### src/rtl/air_cond_multizone.sv
// Multi-zone hysteresis thermostat: one IDLE/HEAT/COOL state machine per zone,
// each with an anti-short-cycle dwell counter, gated by a shared mode input.
module air_cond_multizone #(
  parameter int N_ZONES    = 4,
  parameter int TEMP_WIDTH = 5,
  parameter int HEAT_ON    = 18,
  parameter int SETPOINT   = 20,
  parameter int COOL_ON    = 22,
  parameter int MIN_DWELL  = 4,
  parameter int CNT_WIDTH  = 8
) (
  input  logic                          clk,
  input  logic                          rst_n,
  input  logic [1:0]                    mode,
  input  logic [N_ZONES*TEMP_WIDTH-1:0] temperature,
  output logic [N_ZONES-1:0]            heating,
  output logic [N_ZONES-1:0]            cooling,
  output logic [N_ZONES-1:0]            lockout
);

  typedef enum logic [1:0] {
    IDLE = 2'd0,
    HEAT = 2'd1,
    COOL = 2'd2
  } zone_state_e;

  localparam logic [CNT_WIDTH-1:0]  CNT_MAX = CNT_WIDTH'(MIN_DWELL - 1);
  localparam logic [TEMP_WIDTH-1:0] HEAT_T  = TEMP_WIDTH'(HEAT_ON);
  localparam logic [TEMP_WIDTH-1:0] SET_T   = TEMP_WIDTH'(SETPOINT);
  localparam logic [TEMP_WIDTH-1:0] COOL_T  = TEMP_WIDTH'(COOL_ON);

  // The thresholds must be strictly ordered so engage conditions never overlap.
  generate
    if (!(HEAT_ON < SETPOINT && SETPOINT < COOL_ON && MIN_DWELL >= 1 &&
          (MIN_DWELL - 1) < (2 ** CNT_WIDTH))) begin : g_param_check
      $error("air_cond_multizone: illegal threshold or dwell parameters");
    end
  endgenerate

  logic heat_ok;
  logic cool_ok;

  assign heat_ok = mode[0];
  assign cool_ok = mode[1];

  for (genvar z = 0; z < N_ZONES; z++) begin : g_zone
    zone_state_e           state_q;
    zone_state_e           state_d;
    logic [CNT_WIDTH-1:0]  cnt_q;
    logic [CNT_WIDTH-1:0]  cnt_d;
    logic [TEMP_WIDTH-1:0] temp;
    logic                  expired;

    assign temp    = temperature[z*TEMP_WIDTH +: TEMP_WIDTH];
    assign expired = (cnt_q == CNT_MAX);

    // Losing mode permission drops an active zone at once; all else waits on dwell.
    always_comb begin
      state_d = state_q;
      case (state_q)
        IDLE: begin
          if (expired) begin
            if (temp <= HEAT_T && heat_ok)      state_d = HEAT;
            else if (temp >= COOL_T && cool_ok) state_d = COOL;
          end
        end
        HEAT: begin
          if (!heat_ok)                        state_d = IDLE;
          else if (expired && temp >= SET_T)   state_d = IDLE;
        end
        COOL: begin
          if (!cool_ok)                        state_d = IDLE;
          else if (expired && temp <= SET_T)   state_d = IDLE;
        end
        default: state_d = IDLE;
      endcase

      if (state_d != state_q) cnt_d = '0;
      else if (expired)       cnt_d = cnt_q;
      else                    cnt_d = cnt_q + CNT_WIDTH'(1);
    end

    always_ff @(posedge clk) begin
      if (!rst_n) begin
        state_q <= IDLE;
        cnt_q   <= CNT_MAX;
      end else begin
        state_q <= state_d;
        cnt_q   <= cnt_d;
      end
    end

    assign heating[z] = (state_q == HEAT);
    assign cooling[z] = (state_q == COOL);
    assign lockout[z] = (state_q == IDLE) && !expired;
  end

endmodule
### config.mk
export PLATFORM = sky130hd
export DESIGN_NAME = air_cond_multizone
export DESIGN_NICKNAME = d
export VERILOG_FILES = /design/src/rtl/air_cond_multizone.sv
export SDC_FILE = /design/constraint.sdc
export NUM_CORES = 1
export LEC_CHECK = 0
export CAP_MARGIN = 10
export CORE_MARGIN = 4
export CORE_UTILIZATION = 54
export CTS_CLUSTER_SIZE = 24
export DETAILED_ROUTE_END_ITERATION = 8
export PLACE_DENSITY = 0.8
export SETUP_SLACK_MARGIN = 0.4
export SKIP_LAST_GASP = 1
export SLEW_MARGIN = 20
export SYNTH_ARGS = -nofsm -noshare
export SYNTH_HDL_FRONTEND = slang
export SYNTH_SLANG_ARGS = --single-unit
### constraint.sdc
create_clock -name clk -period 2.89 [get_ports clk]
set_clock_uncertainty 0.1 [all_clocks]
set_input_delay 0.578 -clock clk [delete_from_list [all_inputs] [get_ports clk]]
set_output_delay 0.578 -clock clk [all_outputs]
set_load 0.01 [all_outputs]
==> metrics, run 1 <==
crit path cell chain=ha_4 -> or4b_4 -> nor4_4 -> nor3_1 -> buf_2; required arrival time at the worst endpoint=approximately 2200 ps; delay-heaviest family, CP=simple AND/OR/NAND/NOR gates; DRC violations left=0; deepest clock path buffer count=2; Placed Area=approximately 0.0027 mm2; Routed Antenna Nets=0; Warnings, synthesis=0; share of the clock period used by the worst path after layout=0.8342; most numerous cell in the Yosys netlist=sky130_fd_sc_hd__dfxtp_1; worst-case headroom to the max-slew limit=0.6615; commonest cells in the synthesized netlist=sky130_fd_sc_hd__dfxtp_1, sky130_fd_sc_hd__nor2_1, sky130_fd_sc_hd__nand3_1; clock latency at the later pin of the worst-skew pair=290 ps; final cell utilization of the core=0.7198; stage delay of the slowest cell on the critical path=480 ps; Synth-to-Final Area Change=25.92%; initial antenna violation count=0; class of the worst hold path=flip-flop to flip-flop; Core Box Area=just over 0.004 mm2; Primary FF master, synth=sky130_fd_sc_hd__dfxtp_1; share of cells above drive strength 1=0.1630; top achievable clock speed=between 400 and 500 MHz; area of the multi-input gates=0.001525 mm2; ratio of routed vias to standard cells=just under 6; final count of pins violating max slew=0; static leakage power=1.097 nW; slowest cell on the critical path=sky130_fd_sc_hd__or4b_4; overall global routing resource usage=0.2111; cell taking the most area after synthesis=sky130_fd_sc_hd__dfxtp_1; Final HPWL DP=~3900 um; largest net degree at the start of global routing=14; gpl congestion=0.8480; starting density of the core=0.5716; level count of the clock H-tree=2; setup-violating endpoint count in the final report=0; overflow left after global routing=0; n_diodes=0; largest cells by area after synthesis=sky130_fd_sc_hd__dfxtp_1, sky130_fd_sc_hd__xor2_1, sky130_fd_sc_hd__nor2_1; final hold violation count=0; total clock buffers created by CTS=5; VDD IR max=around 0.45 mV; RSZ-0062 raised after global routing=no; Crit Path Category=flip-flop to output port; footprint of the flip-flops and latches=roughly 830 um2; register area share after synthesis=0.3428; largest fanout of any net on the critical path=4; clock edge transition at the registers on the reported setup and hold paths=around 70 ps; wire length per cell=14.54 um; power density relative to cell area=approximately 820 mW/mm2; capturing element type of the critical path=output port; floorplan die area=between 0.005 and 0.006 mm2; Chip Height=around 74 um; share of the synthesized area in the top cell type=0.3428; result of the run=complete, no violations; clock root buffer=sky130_fd_sc_hd__clkbuf_8; count of flip-flops with a built-in enable after synthesis=0; port bufs=35; final layout net count=346; post-route setup TNS=0 ps; number of nets in the synthesized netlist=~300; total power after layout=between 2 and 2.5 mW; detailed router's first-iteration violation count=107; wire length of the first global-routing pass=8983 um; Ports=36; number of distinct standard cells referenced by the synthesized netlist=50; element type at the critical path start=flip-flop; post-synthesis area per instance=8.557 um2; total of flip-flops plus latches after synthesis=40; standard-cell rows=23; total iterations of the first detailed-routing run=4; min Tclk post-route=2411 ps; arrival time reported for the critical path endpoint=between 1500 and 2000 ps; filler cell count=roughly 320; clock sink count=40; measured slew at the worst slew-check pin=505.5 ps; number of global-route vias before repair=between 2,000 and 2,500; CTS tree=built; WP buf/inv=1; post-synthesis async set-or-reset flop share=0; Max-cap violations=0; final wirelength=between 5000 and 6000 um; Post-Syn Area=roughly 0.0023 mm2; vias=~2,200; die width=about 74 um; cell area after layout=~0.0029 mm2; post-synthesis instance total=around 270
## sequential cells by signal, indices dropped and copies added, names as in the netlist
name            count
g_zone.cnt_q       32
g_zone.state_q      8
## stage by stage
step / hold slack (ps) / instances / setup WS, ps
2_1_floorplan: 374.8 / 273 / 729.0
3_3_place_gp: 393.1 / 354 / 342.0
5_1_grt: 485.5 / 369 / 417.2
3_5_place_dp: 413.3 / 354 / 332.7
4_1_cts: 431.0 / 369 / 363.3
6_report: 435.5 / 369 / 479.2
## power by group
group          switching [mW]  leakage [nW]  internal (mW)
clock                   0.192        0.0510          0.190
sequential              0.155         0.327          0.679
combinational           0.574         0.719          0.635
total                   0.921          1.10           1.50
## placed cells by master (no fill, tap or decap), drive strengths merged, types with 3 or more instances in the layout
master         Yosys  routed
nand2             18      18
clkdlybuf4s50      0      31
nand2b             7       7
o21a               5       5
buf                1      16
a21oi             14      14
and4               3       3
nor3               7       7
o211ai             5       5
o31ai              3       3
a22oi              4       4
dfxtp             40      40
o21ai             11      11
xnor2             12      12
nor2              31      31
nand3             19      19
and3               6       6
nor4               6       6
xor2              13      13
a31oi              5       5
or4b               6       6
nor2b             13      13
clkbuf             8       7
a211oi             3       3
a211o              3       3
nor4b              3       3
ha                 4       4
## layout make-up
class / count / area share
Inverter: 2 / 0.002552
Multi-Input combinational cell: 221 / 0.5185
Clock buffer: 6 / 0.02807
Sequential cell: 40 / 0.2807
Tap cell: 50 / 0.02127
Clock inverter: 2 / 0.003403
Timing Repair Buffer: 48 / 0.1455
## path summary, 6_finish.rpt
kind                                        start                              end  slack (ps)  cells after the start
setup / recovery  g_zone[3].cnt_q[1]$_SDFFE_PN1P_                       lockout[3]         480                      5
setup reg to reg  g_zone[3].cnt_q[1]$_SDFFE_PN1P_  g_zone[3].cnt_q[1]$_SDFFE_PN1P_         740                      6
hold / removal    g_zone[3].cnt_q[7]$_SDFFE_PP0P_  g_zone[3].cnt_q[7]$_SDFFE_PP0P_         440                      2
hold reg to reg   g_zone[3].cnt_q[7]$_SDFFE_PP0P_  g_zone[3].cnt_q[7]$_SDFFE_PP0P_         440                      2
## routing by layer
metal,global-route usage,vias to the layer above,share of wire
li1,-,1095,-
met1,0.2742,1001,0.45
met2,0.3435,62,0.49
met3,0.03967,11,0.048
met4,0.08249,0,0.017
met5,0,-,0
## cell families after synthesis
logic type                 synth area share
and+or+nand+nor                      0.3364
AOI/OAI and AO/OA                    0.1719
DFF                                  0.3428
xor gates and xnor gates            0.09373
buffers and inverters               0.02518
adders and majority gates           0.02143
muxes                              0.008570
## worst reg2reg max path, cell delays in order (launching register included)
cell                      delay, ps
sky130_fd_sc_hd__dfxtp_4        380
sky130_fd_sc_hd__ha_4           150
sky130_fd_sc_hd__or4b_4         480
sky130_fd_sc_hd__or4_4          470
sky130_fd_sc_hd__and2_0         190
sky130_fd_sc_hd__a31oi_1        150
sky130_fd_sc_hd__o31ai_1        100
## what timing repair did
action | in CTS | in global routing
endpoints found under the hold margin | 0 | 0
pin swaps | 4 | 3
setup buffers | 7 | 0
gates cloned | 0 | 0
resized for setup | 37 | 1
hold buffers | 0 | 0
endpoints found under the setup margin | 4 | 4
Power figures use the tool's default switching activity.
==> run 2: changes to the inputs <==
Settings changed: CORE_UTILIZATION 54 to 49, PLACE_DENSITY 0.8 to 0.77.
Clock period 2.89 ns to 1.94 ns, I/O delays scaled along.
==> metrics, run 2 (synthesis gave the netlist of run 1 again) <==
overall global routing resource usage=0.2210 (was 0.2111); Placed Area=0.003188 mm2 (was 0.002743 mm2); DRC violations left=0 (unchanged); worst-case headroom to the max-slew limit=0.7291 (was 0.6615); overflow left after global routing=0 (unchanged); port bufs=35 (unchanged); largest net degree at the start of global routing=13 (was 14); level count of the clock H-tree=2 (unchanged); deepest clock path buffer count=2 (unchanged); clock latency at the later pin of the worst-skew pair=300 ps (was 290 ps); stage delay of the slowest cell on the critical path=460 ps (was 480 ps); violations in the final reports=negative setup slack; wire length per cell=18.26 um (was 14.54 um); cell area after layout=0.003892 mm2 (was 0.002942 mm2); vias=2,644 (was 2,169); ratio of routed vias to standard cells=5.928 (was 5.878); VDD IR max=0.8151 mV (was 0.4531 mV); final wirelength=8142 um (was 5364 um); class of the worst hold path=flip-flop to flip-flop (unchanged); detailed router's first-iteration violation count=199 (was 107); Final HPWL DP=4304 um (was 3875 um); registers with the most flip-flops=g_zone.cnt_q: 32 flops, g_zone.state_q: 8 flops (unchanged); die width=77.05 um (was 73.77 um); total of hold buffers inserted after clock tree synthesis=0 (unchanged); Largest register FFs=32 (unchanged); floorplan die area=0.005936 mm2 (was 0.005442 mm2); Core Box Area=0.004474 mm2 (was 0.004086 mm2); RSZ-0062 raised after global routing=yes (was no); setup-violating endpoint count in the final report=33 (was 0); worst slack at placement=-306.2 ps (was 332.7 ps); total clock buffers created by CTS=5 (unchanged); final layout net count=421 (was 346); crit path cell chain=ha_4 -> or4b_4 -> nor4_4 -> nor3_2 -> clkbuf_2 (was ha_4 -> or4b_4 -> nor4_4 -> nor3_1 -> buf_2); result of the run=finished, violations left (was complete, no violations); Max-cap violations=0 (unchanged); most frequent cells in the layout=sky130_fd_sc_hd__buf_4, sky130_fd_sc_hd__dfxtp_1, sky130_fd_sc_hd__clkdlybuf4s50_1 (was sky130_fd_sc_hd__dfxtp_1, sky130_fd_sc_hd__clkdlybuf4s50_1, sky130_fd_sc_hd__nor2_1); wire length of the first global-routing pass=10,790 um (was 8983 um); commonest non-fill, non-tap cell in the layout=sky130_fd_sc_hd__buf_4 (was sky130_fd_sc_hd__dfxtp_1); slowest cell on the critical path=sky130_fd_sc_hd__or4b_4 (unchanged); required arrival time at the worst endpoint=1450 ps (was 2210 ps); Chip Height=77.05 um (was 73.77 um); top achievable clock speed=between 400 and 500 MHz; element type at the critical path start=flip-flop (unchanged); WP buf/inv=1 (unchanged); register containing the most flip-flops in the final layout=g_zone.cnt_q (unchanged); Routed Antenna Nets=0 (unchanged); delay-heaviest family, CP=simple AND/OR/NAND/NOR gates (unchanged); final cell utilization of the core=0.8700 (was 0.7198); final hold violation count=0 (unchanged); arrival time reported for the critical path endpoint=1720 ps (was 1730 ps); largest fanout of any net on the critical path=2 (was 4); Synth-to-Final Area Change=66.63% (was 25.92%); static leakage power=1.586 nW (was 1.097 nW); share of cells above drive strength 1=0.4949 (was 0.1630); n_diodes=0 (unchanged); clock root buffer=sky130_fd_sc_hd__clkbuf_8 (unchanged); filler cell count=223 (was 317); power density relative to cell area=1306 mW/mm2 (was 824.6 mW/mm2); min Tclk post-route=between 2000 and 2500 ps; measured slew at the worst slew-check pin=400.1 ps (was 505.5 ps); CTS tree=built (unchanged); Ports=36 (unchanged); starting density of the core=0.5221 (was 0.5716); standard-cell rows=24 (was 23); capturing element type of the critical path=output port (unchanged); final count of pins violating max slew=0 (unchanged); initial antenna violation count=0 (unchanged); clock edge transition at the registers on the reported setup and hold paths=80 ps (was 70 ps); worst-case setup margin in the final layout=-265.9 ps (was 479.2 ps); total iterations of the first detailed-routing run=5 (was 4); number of global-route vias before repair=2,344 (was 2,013); Crit Path Category=flip-flop to output port (unchanged); gpl congestion=0.8542 (was 0.8480); post-route setup TNS=-3594 ps (was 0 ps); total power after layout=5.084 mW (was 2.426 mW); share of the clock period used by the worst path after layout=1.137; clock sink count=40 (unchanged)
==> run 2: final timing paths <==
| kind | start | end | slack [ps] | cells past startpoint |
|---|---|---|---|---|
| max | g_zone[1].cnt_q[1]$_SDFFE_PN1P_ | lockout[1] | -270 | 5 |
| min | g_zone[2].cnt_q[4]$_SDFFE_PP0P_ | g_zone[2].cnt_q[4]$_SDFFE_PP0P_ | 470 | 2 |
| max reg2reg | g_zone[1].cnt_q[1]$_SDFFE_PN1P_ | g_zone[1].state_q[1]$_SDFF_PN0_ | -220 | 8 |
| min reg2reg | g_zone[2].cnt_q[4]$_SDFFE_PP0P_ | g_zone[2].cnt_q[4]$_SDFFE_PP0P_ | 470 | 2 |
==> run 2: area by class of cell <==
class | instances | area, um2 | area share
timing repair buffer | 123 | 1032 | 0.2652
clock inverter | 1 | 5.005 | 0.001286
tap | 52 | 65.06 | 0.01671
inverter | 2 | 7.507 | 0.001929
clock buffer | 7 | 76.32 | 0.01961
sequential | 40 | 845.8 | 0.2173
multi-input combinational | 221 | 1861 | 0.4780
==> run 2: what timing repair did <==
| action | 4_1_cts | 5_1_grt |
|---|---|---|
| endpoints found under the hold margin | 0 | 0 |
| setup endpoints to repair | 52 | 52 |
| setup buffers | 13 | 23 |
| gates cloned | 1 | 0 |
| pin swaps | 12 | 27 |
| gates resized for setup | 77 | 82 |
==> run 2: power by group <==
group          switching (mW)  total, mW  internal, mW
Combinational            1.52       3.34          1.82
Clock                   0.304      0.557         0.253
Sequential              0.186       1.19          1.00
==> run 2: tightest hold or removal path: stages (launching register included) <==
cell and delay [ps]:
sky130_fd_sc_hd__dfxtp_1 370, sky130_fd_sc_hd__xor2_1 80, sky130_fd_sc_hd__nor2_1 90
==> run 2: stage by stage <==
step,instances,hold WS [ps]
floorplan,273,380.9
global placement,401,422.0
detailed placement,401,433.4
CTS,423,455.8
global route,446,496.8
finish,446,473.7
==> run 2: per-layer routing <==
layer,global-route usage,vias to the layer above,routed length [um]
li1,-,1238,-
met1,0.2883,1276,3271
met2,0.3632,104,4170
met3,0.04684,26,480
met4,0.07295,0,220
met5,0,-,0
